[src/rtl/writeback_unit.sv]
// writeback_unit -- RV32/RV64 pipeline writeback stage.
//
// Sits between the MEM stage and the register file. Picks the writeback
// source (ALU, data memory, PC+4, optionally CSR), formats load data
// (byte/half lane extraction, sign/zero extension) and absorbs
// variable-latency data-memory responses. Every accepted instruction
// produces exactly one registered register-file write slot.
//
// Optional feature macro: WB_CSR_SRC_EN
//   defined   -> sel_wb=11 selects csr_rdata
//   undefined -> csr_rdata is unused, sel_wb=11 selects alu_out
//
// Ports:
//   clk, rst                       clock, synchronous active-high reset
//   in_valid / in_ready            MEM-stage handshake (see below)
//   sel_wb, funct3, addr_lo        source select, load type, byte offset
//   rd, reg_write                  destination register and its write flag
//   alu_out, pc_next_mem, csr_rdata candidate writeback sources
//   dm_rvalid, dm_rdata            data-memory response
//   flush                          kill the held / offered instruction
//   stall                          high while a load waits for memory
//   rf_we, rf_waddr, rf_wdata      registered register-file write port
//   dbg_state                      current FSM state (0 IDLE, 1 WAIT_MEM, 2 DRAIN)
//
// Handshake: an instruction transfers on a rising edge where in_valid and
// in_ready are both high and flush is low. in_ready depends only on state
// (high in IDLE), never on in_valid. dm_rvalid is a one-cycle response
// strobe with no back-pressure; it is only meaningful while a load is
// being accepted or is outstanding.

module writeback_unit #(
    parameter int XLEN  = 32,
    parameter int SEL_W = 2
) (
    input  logic                clk,
    input  logic                rst,
    input  logic                in_valid,
    output logic                in_ready,
    input  logic [SEL_W-1:0]    sel_wb,
    input  logic [2:0]          funct3,
    input  logic [1:0]          addr_lo,
    input  logic [4:0]          rd,
    input  logic                reg_write,
    input  logic [XLEN-1:0]     alu_out,
    input  logic [XLEN-1:0]     pc_next_mem,
    input  logic [XLEN-1:0]     csr_rdata,
    input  logic                dm_rvalid,
    input  logic [XLEN-1:0]     dm_rdata,
    input  logic                flush,
    output logic                stall,
    output logic                rf_we,
    output logic [4:0]          rf_waddr,
    output logic [XLEN-1:0]     rf_wdata,
    output logic [1:0]          dbg_state
);

    typedef enum logic [1:0] {
        IDLE     = 2'd0,
        WAIT_MEM = 2'd1,
        DRAIN    = 2'd2
    } state_t;

    localparam logic [SEL_W-1:0] SEL_ALU = SEL_W'(0);
    localparam logic [SEL_W-1:0] SEL_MEM = SEL_W'(1);
    localparam logic [SEL_W-1:0] SEL_PC  = SEL_W'(2);
    localparam logic [SEL_W-1:0] SEL_CSR = SEL_W'(3);

    state_t          state;
    logic [4:0]      ld_rd;
    logic            ld_we;
    logic [2:0]      ld_funct3;
    logic [1:0]      ld_addr_lo;
    logic [XLEN-1:0] src_data;

    // Lanes always come from the low 32-bit word; a misaligned half or word
    // simply uses the lane selected by the truncated offset.
    function automatic logic [XLEN-1:0] format_load(
        input logic [2:0]      f3,
        input logic [1:0]      off,
        input logic [XLEN-1:0] raw
    );
        logic [31:0] word;
        logic [7:0]  byte_v;
        logic [15:0] half_v;
        logic [XLEN-1:0] res;
        word   = raw[31:0];
        byte_v = word[{off, 3'b000} +: 8];
        half_v = off[1] ? word[31:16] : word[15:0];
        case (f3)
            3'b000:  res = XLEN'($signed(byte_v));
            3'b001:  res = XLEN'($signed(half_v));
            3'b100:  res = XLEN'(byte_v);
            3'b101:  res = XLEN'(half_v);
            default: res = XLEN'($signed(word));   // LW and unlisted encodings
        endcase
        return res;
    endfunction

    always_comb begin
        src_data = alu_out;
        case (sel_wb)
            SEL_ALU: src_data = alu_out;
            SEL_PC:  src_data = pc_next_mem;
`ifdef WB_CSR_SRC_EN
            SEL_CSR: src_data = csr_rdata;
`else
            SEL_CSR: src_data = alu_out;
`endif
            default: src_data = alu_out;
        endcase
    end

`ifndef WB_CSR_SRC_EN
    logic csr_unused;
    assign csr_unused = ^csr_rdata;
`endif

    assign in_ready  = (state == IDLE);
    assign stall     = (state == WAIT_MEM) || (state == DRAIN);
    assign dbg_state = state;

    always_ff @(posedge clk) begin
        if (rst) begin
            state      <= IDLE;
            rf_we      <= 1'b0;
            rf_waddr   <= 5'd0;
            rf_wdata   <= '0;
            ld_rd      <= 5'd0;
            ld_we      <= 1'b0;
            ld_funct3  <= 3'd0;
            ld_addr_lo <= 2'd0;
        end else begin
            rf_we <= 1'b0;
            case (state)
                IDLE: begin
                    if (in_valid && !flush) begin
                        if (sel_wb != SEL_MEM) begin
                            rf_we    <= reg_write && (rd != 5'd0);
                            rf_waddr <= rd;
                            rf_wdata <= src_data;
                        end else begin
                            ld_rd      <= rd;
                            ld_we      <= reg_write;
                            ld_funct3  <= funct3;
                            ld_addr_lo <= addr_lo;
                            if (dm_rvalid) begin
                                // Zero-wait response: write straight from the inputs.
                                rf_we    <= reg_write && (rd != 5'd0);
                                rf_waddr <= rd;
                                rf_wdata <= format_load(funct3, addr_lo, dm_rdata);
                            end else begin
                                state <= WAIT_MEM;
                            end
                        end
                    end
                end
                WAIT_MEM: begin
                    if (dm_rvalid) begin
                        state <= IDLE;
                        if (!flush) begin
                            rf_we    <= ld_we && (ld_rd != 5'd0);
                            rf_waddr <= ld_rd;
                            rf_wdata <= format_load(ld_funct3, ld_addr_lo, dm_rdata);
                        end
                    end else if (flush) begin
                        // The response is still in flight; swallow it in DRAIN.
                        state <= DRAIN;
                    end
                end
                DRAIN: begin
                    if (dm_rvalid) state <= IDLE;
                end
                default: state <= IDLE;
            endcase
        end
    end

endmodule
[config.mk]
export PLATFORM = sky130hd
export DESIGN_NAME = writeback_unit
export DESIGN_NICKNAME = d
export VERILOG_FILES = /design/src/rtl/writeback_unit.sv
export SDC_FILE = /design/constraint.sdc
export NUM_CORES = 1
export LEC_CHECK = 0
export CORE_MARGIN = 5
export CORE_UTILIZATION = 43
export DETAILED_ROUTE_END_ITERATION = 8
export MAX_ROUTING_LAYER = met4
export PLACE_DENSITY_LB_ADDON = 0.15
export SLEW_MARGIN = 20
export SYNTH_ARGS = -nofsm -noshare
export SYNTH_HDL_FRONTEND = slang
export SYNTH_SLANG_ARGS = --single-unit
[constraint.sdc]
create_clock -name clk -period 2.3 [get_ports clk]
set_input_delay 0.345 -clock clk [delete_from_list [all_inputs] [get_ports clk]]
set_output_delay 0.345 -clock clk [all_outputs]
set_load 0.02 [all_outputs]
==> flow_summary_export.csv <==
group,metric,value,unit
critical_path,cp_cell_sequence,"inv_1, ha_1, buf_4, nand3b_1, a21oi_1, o31ai_4, buf_12, a21oi_1, nor4_2",
clock_network,clk_latency,310,ps
logic_synthesis,syn-num-nets,686,
logic_synthesis,ys_warn_count,0,
die,start_util,43.9,%
timing,hold_viol_final,0,
hold_path,hp-start,"rst",
placement,port_buffers,155,
drt,drtPass1Iterations,5,
critical_path,arrival,2310,ps
drt,wire_per_inst,19.7,µm
timing,rsz0062_at_grt,"false",
finish,mostFrequentLayoutCell,"clkdlybuf4s50_1",
die,dieArea,0.0120,mm²
clock_network,path_clk_slew,110,ps
clock_network,cts.sinks,51,
timing,min_period,2120,ps
logic_synthesis,dominantRegCellSynth,"dfxtp_1",
logic_synthesis,yosysSeqAreaShare,24.0,%
run,max-cap-violations,0,
logic_synthesis,synth_edf_count,0,
pwr,internal-power,2.05,mW
logic_synthesis,avgSynthCellArea,7.92,µm²
critical_path,cp-start-kind,"flop",
drt,num_vias,4968,
timing,period_share,92.1,%
timing,maxSlewHeadroom,28.3,%
pwr,vdd_drop_max,0.294,mV
finish,finish.instance_area,0.00618,mm²
critical_path,path_class,"reg -> reg",
global_route,grt_max_degree,41,
drt,ant_nets,0,
critical_path,worst-r2r-setup-slack,180,ps
clock_network,cts_buffers,5,
drt,drc_errors,0,
clock_network,cts-root-buf,"clkbuf_8",
die,core,0.00968,mm²
critical_path,timing.rr.end,"rf_wdata[28]$_SDFFE_PP0P_",
pwr,clkPwrFrac,20.7,%
hold_path,hold_end,"ld_rd[0]$_SDFFE_PP0P_",
die,die_x,109,µm
run_status,status,"complete, no violations",
pwr,power.share.sequential,32.4,%
global_route,grt_pass1_wl,25200,µm
placement,hpwlAfterDp,12100,µm
global_route,antenna_found_initial,0,
timing,hold_ws,481,ps
finish,final_cell_mix,"clkdlybuf4s50_1, nor2_1, mux2i_1",
pwr,swShare,37.3,%
die,rows,36,
timing,fin_skew,6.58,ps
pwr,switchingPower,1.22,mW
critical_path,cp-end-kind,"flop",
die,top_level_ports,188,
critical_path,path_delay_family,"compound AO/OA/AOI/OAI gates",
drt,drtIter0Drc,335,
critical_path,cp_max_fo,21,
logic_synthesis,ys_types,50,
pwr,combPwrFrac,46.8,%
placement,placed_area,0.00604,mm²
hold_path,hold_path_class,"in -> reg",
hold_path,min_path_cells,2,
global_route,grt_pass1_vias,4958,
finish,layout-drive-gt1-share,11.4,%
logic_synthesis,netlist_instances,536,
finish,num-nets-final,835,
drt,drt_wl_total,16200,µm
global_route,grt_usage,27.1,%
placement,gp_congestion,0.944,
critical_path,required,2490,ps
timing,maxSlewViolCount,0,
finish,antenna_cells,0,
critical_path,slowest_delay,360,ps
clock_network,htreeDepth,2,
pwr,leakage,2.30,nW
clock_network,clockBufferDepth,2,
critical_path,reg2reg_depth,9,
finish,area_growth_syn_to_layout,45.6,%
timing,setup_viol,0,
finish,fill_cells,877,
pwr,p_per_area,530,mW/mm²
logic_synthesis,synth_seq_cells,51,
critical_path,path_buf_inv,3,
critical_path,path_common_cell,"a21oi_1",
timing,fin_setup_tns,0,ps
critical_path,reg2reg_from,"dbg_state[1]$_SDFFE_PP0P_",
clock_network,cts_tree,"done",
timing,timing.fmax,472,MHz
drt,avgViaCountPerCell,6.07,
logic_synthesis,syn_area,0.00425,mm²
critical_path,worst_path_max_delay_cell,"dfxtp_1",
die,die_h,109,µm
logic_synthesis,ys_async_sr_fraction,0,%
global_route,grt_overflow,0,
timing,max_slew.worst_pin.slew,1070,ps
-- per-stage QoR --
| step | cells | utilization (%) | worst slack (ps) | power [mW] |
|---|---|---|---|---|
| floorplan | 536 | - | 291 | 1.88 |
| global placement | 810 | 62.4 | -199 | 2.57 |
| detailed placement | 810 | 62.4 | -339 | 2.61 |
| CTS | 818 | 63.7 | 89.4 | 3.29 |
| global route | 819 | 63.9 | 85.4 | 3.45 |
| finish | 819 | 63.9 | 181 | 3.28 |
-- per-layer routing --
metal  GRT usage, %  wire length, µm  part of all wire (%)  vias up
met5              -                0                     0        -
met4           7.03              233                   1.4        0
met3           5.34             1610                    10       24
met2           43.9             7650                    47      266
met1           34.7             6680                    41     2320
li1               -                -                     -     2358
-- flip-flops by register name (all words and copies together) (netlist names) --
name	cells
ld_we	1
ld_funct3	3
rf_waddr	5
rf_wdata	32
rf_we	1
ld_addr_lo	2
dbg_state	2
ld_rd	5
-- repair_timing --
item | CTS | global route
pin swaps | 0 | 1
setup endpoints to repair | 1 | 12
setup buffers | 0 | 1
hold buffers | 0 | 0
resized for setup | 1 | 0
-- synthesized netlist by cell type, types with 5 or more instances --
master,instances,area [µm²]
o211ai_1,16,120
mux4_2,8,180
nand2_1,39,146
a311oi_1,15,131
inv_1,7,26.3
a221oi_1,31,272
o221ai_1,8,70.1
dfxtp_1,51,1020
nor2_1,89,334
buf_2,12,60.1
o21ai_0,25,125
mux2i_1,59,591
nor3_1,5,25.0
clkbuf_1,33,124
nor4_2,10,125
o2111ai_1,7,61.3
a32oi_1,7,61.3
nor3b_1,7,52.6
a211oi_1,6,45.0
nor4_1,7,43.8
a21oi_1,46,230
-- power by group through the flow --
stage                     Clock (mW)  Combinational (mW)  Sequential (mW)
after floorplan                    0               0.673             1.20
after global placement             0                1.49             1.08
final                          0.679                1.53             1.06
after detailed placement           0                1.52             1.08
after global routing           0.718                1.65             1.08
after CTS                      0.692                1.53             1.06
-- cell type report --
class                   count  area [µm²]  area share (%)
repair buffers            193        1880            30.3
clock inverters             3        46.3           0.749
clock buffers               5        68.8            1.11
multi-input cells         424        2970            48.0
well taps                 133         166            2.69
flip-flops and latches     51        1020            16.5
inverters                  10        37.5           0.607
-- cells by family after synthesis --
family / after synthesis / synth area share [%]
DFF: 51 / 24.0
muxes: 71 / 19.2
buffers and inverters: 61 / 6.19
and+or+nand+nor: 175 / 20.1
adders and majority gates: 4 / 1.18
AOI/OAI and AO/OA: 174 / 29.3
-- worst max-delay path by stage --
stage	start	to	slack [ps]	cells past startpoint
floorplan	dbg_state[0]$_SDFFE_PP0P_	rf_wdata[3]$_SDFFE_PP0P_	290	8
global placement	dm_rdata[31]	rf_wdata[13]$_SDFFE_PP0P_	-200	6
detailed placement	dm_rdata[15]	rf_wdata[14]$_SDFFE_PP0P_	-340	6
CTS	dm_rdata[15]	rf_wdata[28]$_SDFFE_PP0P_	90	6
global route	dbg_state[1]$_SDFFE_PP0P_	rf_wdata[17]$_SDFFE_PP0P_	90	9
finish	dbg_state[1]$_SDFFE_PP0P_	rf_wdata[28]$_SDFFE_PP0P_	180	9
No activity file was read; power rests on OpenSTA's default activity.
